<file path="config.mk">
export PLATFORM = sky130hd
export DESIGN_NAME = subservient_sram_bridge
export DESIGN_NICKNAME = d
export VERILOG_FILES = /design/src/rtl/subservient_sram_pkg.sv /design/src/rtl/subservient_sram_rdpipe.sv /design/src/rtl/subservient_sram_bridge.sv
export SDC_FILE = /design/constraint.sdc
export NUM_CORES = 1
export LEC_CHECK = 0
export ABC_AREA = 1
export CAP_MARGIN = 20
export CORE_AREA = 2 2 101 93
export DETAILED_ROUTE_END_ITERATION = 8
export DIE_AREA = 0 0 103 95
export GPL_TIMING_DRIVEN = 0
export PLACE_DENSITY = 0.87
export REMOVE_ABC_BUFFERS = 1
export SLEW_MARGIN = 5
export SYNTH_ARGS = -nofsm -noshare
export SYNTH_HDL_FRONTEND = slang
export SYNTH_SLANG_ARGS = --single-unit
</file>
<file path="constraint.sdc">
create_clock -name i_clk -period 3.4 [get_ports i_clk]
set_clock_uncertainty 0.15 [all_clocks]
set_input_delay 0.68 -clock i_clk [delete_from_list [all_inputs] [get_ports i_clk]]
set_output_delay 0.68 -clock i_clk [all_outputs]
set_load 0.02 [all_outputs]
</file>
<file path="src/rtl/subservient_sram_pkg.sv">
// Shared FSM state type, read-latency constant and beat helper for the subservient SRAM bridge.
// SUBSERVIENT_SRAM_RDLAT2_EN selects a two-cycle (registered-output) SRAM read latency.
// No flow control of its own: constants and types only.
package subservient_sram_pkg;

    typedef enum logic [1:0] {
        IDLE,
        WR,
        RD,
        ACK
    } state_t;

`ifdef SUBSERVIENT_SRAM_RDLAT2_EN
    localparam int RD_LAT = 2;
`else
    localparam int RD_LAT = 1;
`endif

    function automatic int beats(input int dw);
        return 32 / dw;
    endfunction

endpackage

</file>
<file path="src/rtl/subservient_sram_rdpipe.sv">
// Valid+tag delay line matching the SRAM read latency so returning data can be steered to its slot.
// Latency: LAT cycles from push to pop.
// No backpressure: every push pops LAT cycles later unless flushed.
module subservient_sram_rdpipe #(
    parameter int LAT = 1,
    parameter int TW  = 1
) (
    input  logic          clk,
    input  logic          rst_n,
    input  logic          flush,
    input  logic          push_vld,
    input  logic [TW-1:0] push_tag,
    output logic          pop_vld,
    output logic [TW-1:0] pop_tag
);

    logic [LAT-1:0] vld;
    logic [TW-1:0]  tag [LAT];

    always_ff @(posedge clk or negedge rst_n) begin
        if (!rst_n) begin
            vld <= '0;
            for (int i = 0; i < LAT; i++) tag[i] <= '0;
        end else begin
            vld[0] <= push_vld && !flush;
            tag[0] <= push_tag;
            for (int i = 1; i < LAT; i++) begin
                vld[i] <= vld[i-1] && !flush;
                tag[i] <= tag[i-1];
            end
        end
    end

    assign pop_vld = vld[LAT-1];
    assign pop_tag = tag[LAT-1];

endmodule

</file>
<file path="src/rtl/subservient_sram_bridge.sv">
// Shares one simple dual-port SRAM between the serv RF (absolute priority) and a 32-bit wishbone bus.
// Latency: RF read 1 cycle (2 with SUBSERVIENT_SRAM_RDLAT2_EN); wb write BEATS+1, wb read BEATS+1+RD_LAT.
// Backpressure: wishbone beats only use idle port cycles, so RF traffic delays the ack; RF never stalls.
module subservient_sram_bridge
    import subservient_sram_pkg::*;
#(
    parameter int DEPTH   = 512,
    parameter int SRAM_DW = 8,
    parameter int SAW     = $clog2(DEPTH * 8 / SRAM_DW)
) (
    input  logic                      i_clk,
    input  logic                      i_rst_n,
    input  logic [SAW-1:0]            i_rf_waddr,
    input  logic [SRAM_DW-1:0]        i_rf_wdata,
    input  logic                      i_rf_wen,
    input  logic [SAW-1:0]            i_rf_raddr,
    input  logic                      i_rf_ren,
    output logic [SRAM_DW-1:0]        o_rf_rdata,
    input  logic [$clog2(DEPTH)-3:0]  i_wb_adr,
    input  logic [31:0]               i_wb_dat,
    input  logic [3:0]                i_wb_sel,
    input  logic                      i_wb_we,
    input  logic                      i_wb_stb,
    output logic [31:0]               o_wb_rdt,
    output logic                      o_wb_ack,
    output logic [SAW-1:0]            o_sram_waddr,
    output logic [SRAM_DW-1:0]        o_sram_wdata,
    output logic [SRAM_DW/8-1:0]      o_sram_wmask,
    output logic                      o_sram_wen,
    output logic [SAW-1:0]            o_sram_raddr,
    input  logic [SRAM_DW-1:0]        i_sram_rdata
);

    localparam int BEATS = beats(SRAM_DW);
    localparam int NB    = SRAM_DW / 8;
    localparam int AW    = $clog2(DEPTH) - 2;
    localparam int CW    = $clog2(BEATS);
    localparam int CNTW  = $clog2(BEATS + 1);
    localparam int TW    = (CW > 0) ? CW : 1;
    localparam logic [CNTW-1:0] CNT_LAST = CNTW'(BEATS - 1);
    localparam logic [CNTW-1:0] CNT_END  = CNTW'(BEATS);
    localparam logic [TW-1:0]   TAG_LAST = TW'(BEATS - 1);

    state_t             state;
    logic [CNTW-1:0]    cnt;
    logic [AW-1:0]      adr_q;
    logic [31:0]        dat_q;
    logic [3:0]         sel_q;
    logic [SAW-1:0]     wb_addr;
    logic [SRAM_DW-1:0] wb_wdata;
    logic [NB-1:0]      wb_mask;
    logic               wr_go;
    logic               rd_go;
    logic               flush;
    logic               pop_vld;
    logic [TW-1:0]      pop_tag;

    // {adr, cnt} fills SAW exactly, so the beat address never wraps into the word address.
    assign wb_addr  = (SAW'(adr_q) << CW) | SAW'(cnt);
    assign wb_wdata = SRAM_DW'(dat_q >> (int'(cnt) * SRAM_DW));
    assign wb_mask  = NB'(sel_q >> (int'(cnt) * NB));

    assign wr_go = (state == WR) && i_wb_stb && !i_rf_wen;
    assign rd_go = (state == RD) && i_wb_stb && !i_rf_ren && (cnt < CNT_END);
    assign flush = (state == RD) && !i_wb_stb;

    always_comb begin
        o_sram_wen   = 1'b0;
        o_sram_waddr = '0;
        o_sram_wdata = '0;
        o_sram_wmask = '0;
        if (i_rf_wen) begin
            o_sram_wen   = 1'b1;
            o_sram_waddr = i_rf_waddr;
            o_sram_wdata = i_rf_wdata;
            o_sram_wmask = '1;
        end else if (wr_go) begin
            o_sram_wen   = |wb_mask;
            o_sram_waddr = wb_addr;
            o_sram_wdata = wb_wdata;
            o_sram_wmask = wb_mask;
        end
    end

    assign o_sram_raddr = i_rf_ren ? i_rf_raddr : (rd_go ? wb_addr : '0);
    assign o_rf_rdata   = i_sram_rdata;

    subservient_sram_rdpipe #(
        .LAT (RD_LAT),
        .TW  (TW)
    ) u_rdpipe (
        .clk      (i_clk),
        .rst_n    (i_rst_n),
        .flush    (flush),
        .push_vld (rd_go),
        .push_tag (TW'(cnt)),
        .pop_vld  (pop_vld),
        .pop_tag  (pop_tag)
    );

    always_ff @(posedge i_clk or negedge i_rst_n) begin
        if (!i_rst_n) begin
            state    <= IDLE;
            cnt      <= '0;
            adr_q    <= '0;
            dat_q    <= '0;
            sel_q    <= '0;
            o_wb_ack <= 1'b0;
            o_wb_rdt <= '0;
        end else begin
            o_wb_ack <= 1'b0;
            // Beats return in issue order, so the last tag arriving means every slot is filled.
            if (pop_vld) o_wb_rdt[int'(pop_tag) * SRAM_DW +: SRAM_DW] <= i_sram_rdata;
            case (state)
                IDLE: begin
                    if (i_wb_stb && !o_wb_ack) begin
                        adr_q <= i_wb_adr;
                        dat_q <= i_wb_dat;
                        sel_q <= i_wb_sel;
                        cnt   <= '0;
                        state <= i_wb_we ? WR : RD;
                    end
                end
                WR: begin
                    if (!i_wb_stb) begin
                        state <= IDLE;
                    end else if (wr_go) begin
                        cnt <= cnt + 1'b1;
                        if (cnt == CNT_LAST) begin
                            state    <= ACK;
                            o_wb_ack <= 1'b1;
                        end
                    end
                end
                RD: begin
                    if (!i_wb_stb) begin
                        state <= IDLE;
                    end else begin
                        if (rd_go) cnt <= cnt + 1'b1;
                        if (pop_vld && pop_tag == TAG_LAST) begin
                            state    <= ACK;
                            o_wb_ack <= 1'b1;
                        end
                    end
                end
                ACK:     state <= IDLE;
                default: state <= IDLE;
            endcase
        end
    end

endmodule

</file>
==> reports/results.txt <==
Clk buf depth - 2
Die X-Extent - 103 um
Sequential area share after synthesis - 51.6%
GRT Resource Usage Total - 23.0%
Top-area cell type share of the netlist area - 51.6%
I/O pin count - 152
RSZ-0062 raised after global routing - false
Avg Cell Area, Syn - 9.09 um2
Port bufs - 151
Setup TNS - 0 ns
Total Power - 4.44 mW
Kind of critical path - input port to output port
Maxcap violations - 0
Max H-tree Level - 3
Total Nets Final - 681
Largest net degree at the start of global routing - 45
Fillcell total - 740
Hold Buf Count CTS - 0
Peak VDD IR - 0.000338 V
Synth area leader - dfrtp_1
Global-route wire length before repair - 17,400 um
Final Cycle Share - 96.1%
Reg area - 0.00210 mm2
Root buffer cell - clkbuf_8
CTS clock-pin slew for the worst setup and hold paths - 0.10 ns
Setup crit end kind - output port
Later-pin clock latency in the skew report - 0.35 ns
Clk sinks - 84
DR vias/cell - 5.03
Synthesis-to-layout area growth - 43.2%
Placer congestion estimate - 0.902
Initial core utilization - 46.1%
HP Class - input port to async pin
Footprint of the multi-input gates - 0.00172 mm2
First drt pass iteration count - 5
Data required, critical path - 2.57 ns
WL per Instance - 15.2 um
Ant diodes - 0
CP Max Fanout - 12
Remaining DRCs - 0
Setup violators final - 0
# rows - 33
PD cells - 762 mW/mm2
Initial antenna violation count - 0
Die area - 0.00979 mm2
Synth unique cells - 20
Final Max Slew Viols - 0
Die Ht - 95 um
Slew HR - 56.8%
Detail Placement HPWL - 7930 um
CTS tree - done
Mapped Area - 0.00407 mm2
Fmax - 0.306 GHz
Slew at the pin closest to its max-slew limit - 0.647 ns
DR vias - 3,585
R2r worst-path depth - 6
Synth area leaders - dfrtp_1 (52%), nand2_1 (12%), mux2_2 (9.4%)
Core area - 0.00884 mm2
CTS Buf Count - 9
CP Data Arrival Time - 2.44 ns
CP startpoint kind - input port
Static leakage - 2.76 nW
Post-route ant nets - 0
DRT iter0 DRCs - 202
Layout cells sized above 1 - 11.0%
Yosys reg bits - 84
Drt total wl - 10,900 um
Vias in the first global route - 3,575
Status - finished clean
Mapped Cells - 448
Total global routing overflow - 0
Post-layout min period - 3.27 ns
Final Hold Fails - 0
Synthesis Warnings - 0
## logic make-up after synthesis
family | after synthesis | share of synthesized area (%)
and+or+nand+nor | 189 | 19.2
DFF | 84 | 51.6
AOI/OAI and AO/OA | 63 | 8.23
buffers and inverters | 63 | 7.06
muxes | 37 | 10.2
adders and majority gates | 12 | 3.69
## sequential cells by signal, indices dropped and copies added, names as in the netlist
name / count
state: 2
adr_q: 7
dat_q: 32
u_rdpipe.pop_vld: 1
o_wb_ack: 1
cnt: 3
o_wb_rdt: 32
sel_q: 4
u_rdpipe.pop_tag: 2
## final cells by class
| type | instances | area share, % |
|---|---|---|
| inverter | 35 | 2.25 |
| timing repair buffer | 154 | 26.5 |
| multi-input combinational | 302 | 29.4 |
| clock inverter | 6 | 0.793 |
| sequential | 84 | 36.0 |
| tap | 122 | 2.62 |
| clock buffer | 10 | 2.36 |
## per-layer routing
layer	routed length, um	share of wire [%]	track usage, %
met1	4520	42	29.7
met2	5560	51	38.3
met3	558	5.1	5.33
met4	218	2.0	7.57
met5	0	0	0
## cell usage after synthesis
cell	n
clkbuf_1	9
nand3_1	38
inv_1	35
o21ai_1	1
nor3_1	1
nor2_2	1
o21ai_0	45
nand2_2	2
buf_2	8
nand4_2	1
o31ai_1	8
mux2_1	3
nor2_1	15
ha_1	12
buf_4	11
nand4_1	3
mux2_2	34
a21oi_1	9
nand2_1	128
dfrtp_1	84
## critical path: stages
cell             delay (ns)
clkdlybuf4s50_1        0.57
nand2_1                0.10
inv_1                  0.12
nand2_4                0.14
o21ai_0                0.18
clkdlybuf4s50_1        0.64
## layout by cell type (no fill, tap or decap), types with 2 or more instances in the layout
cell,Yosys,final
nor2_1,15,15
dlygate4sd2_1,0,10
mux2_1,3,3
o21ai_1,1,2
inv_6,0,2
nand2_2,2,3
dfrtp_1,84,83
ha_1,12,12
dlymetal6s2s_1,0,3
a21oi_1,9,9
nand2_1,128,126
buf_12,0,2
inv_1,35,35
nand4_1,3,3
clkinv_2,0,2
mux2_2,34,34
o31ai_1,8,8
nand3_1,38,37
clkdlybuf4s50_1,0,135
nor2_4,0,2
o21ai_0,45,44
buf_4,11,2
clkbuf_8,0,10
## stage by stage
step,hold WS (ns),instance area [um2],setup WS [ns],instances,utilization (%)
floorplan,0.234,3920,0.704,420,-
global placement,0.315,5580,-1.44,693,63.2
detailed placement,0.321,5620,-0.829,695,63.7
CTS,0.156,5830,0.0193,713,66.0
global route,0.174,5830,0.00351,713,66.0
finish,0.146,5830,0.134,713,66.0
## power by group
| part | switching (mW) | total [mW] | leakage, nW | internal, mW |
|---|---|---|---|---|
| registers | 0.301 | 1.77 | 0.962 | 1.47 |
| clock network | 0.372 | 0.665 | 0.0950 | 0.293 |
| logic | 1.05 | 2.01 | 1.70 | 0.959 |
| total | 1.72 | 4.44 | 2.76 | 2.72 |
## timing repair
action | in CTS | in global routing
buffers inserted | 1 | 0
gates resized for setup | 19 | 7
pin swaps | 1 | 0
endpoints found under the setup margin | 28 | 12
gates cloned | 1 | 0
## path summary, 6_finish.rpt
path                                           from              end  slack [ns]
worst min-delay path                        i_rst_n      o_wb_rdt[4]        0.15
worst min register to register         o_wb_rdt[31]     o_wb_rdt[31]        0.34
worst max register to register  u_rdpipe.pop_tag[0]      o_wb_rdt[3]        1.23
min in group i_clk                     o_wb_rdt[31]     o_wb_rdt[31]        0.34
worst max-delay path                       i_wb_stb  o_sram_waddr[3]        0.13
max in group asynchronous                   i_rst_n           cnt[0]        2.31
Note: power is estimated with default switching activity, not from simulation.
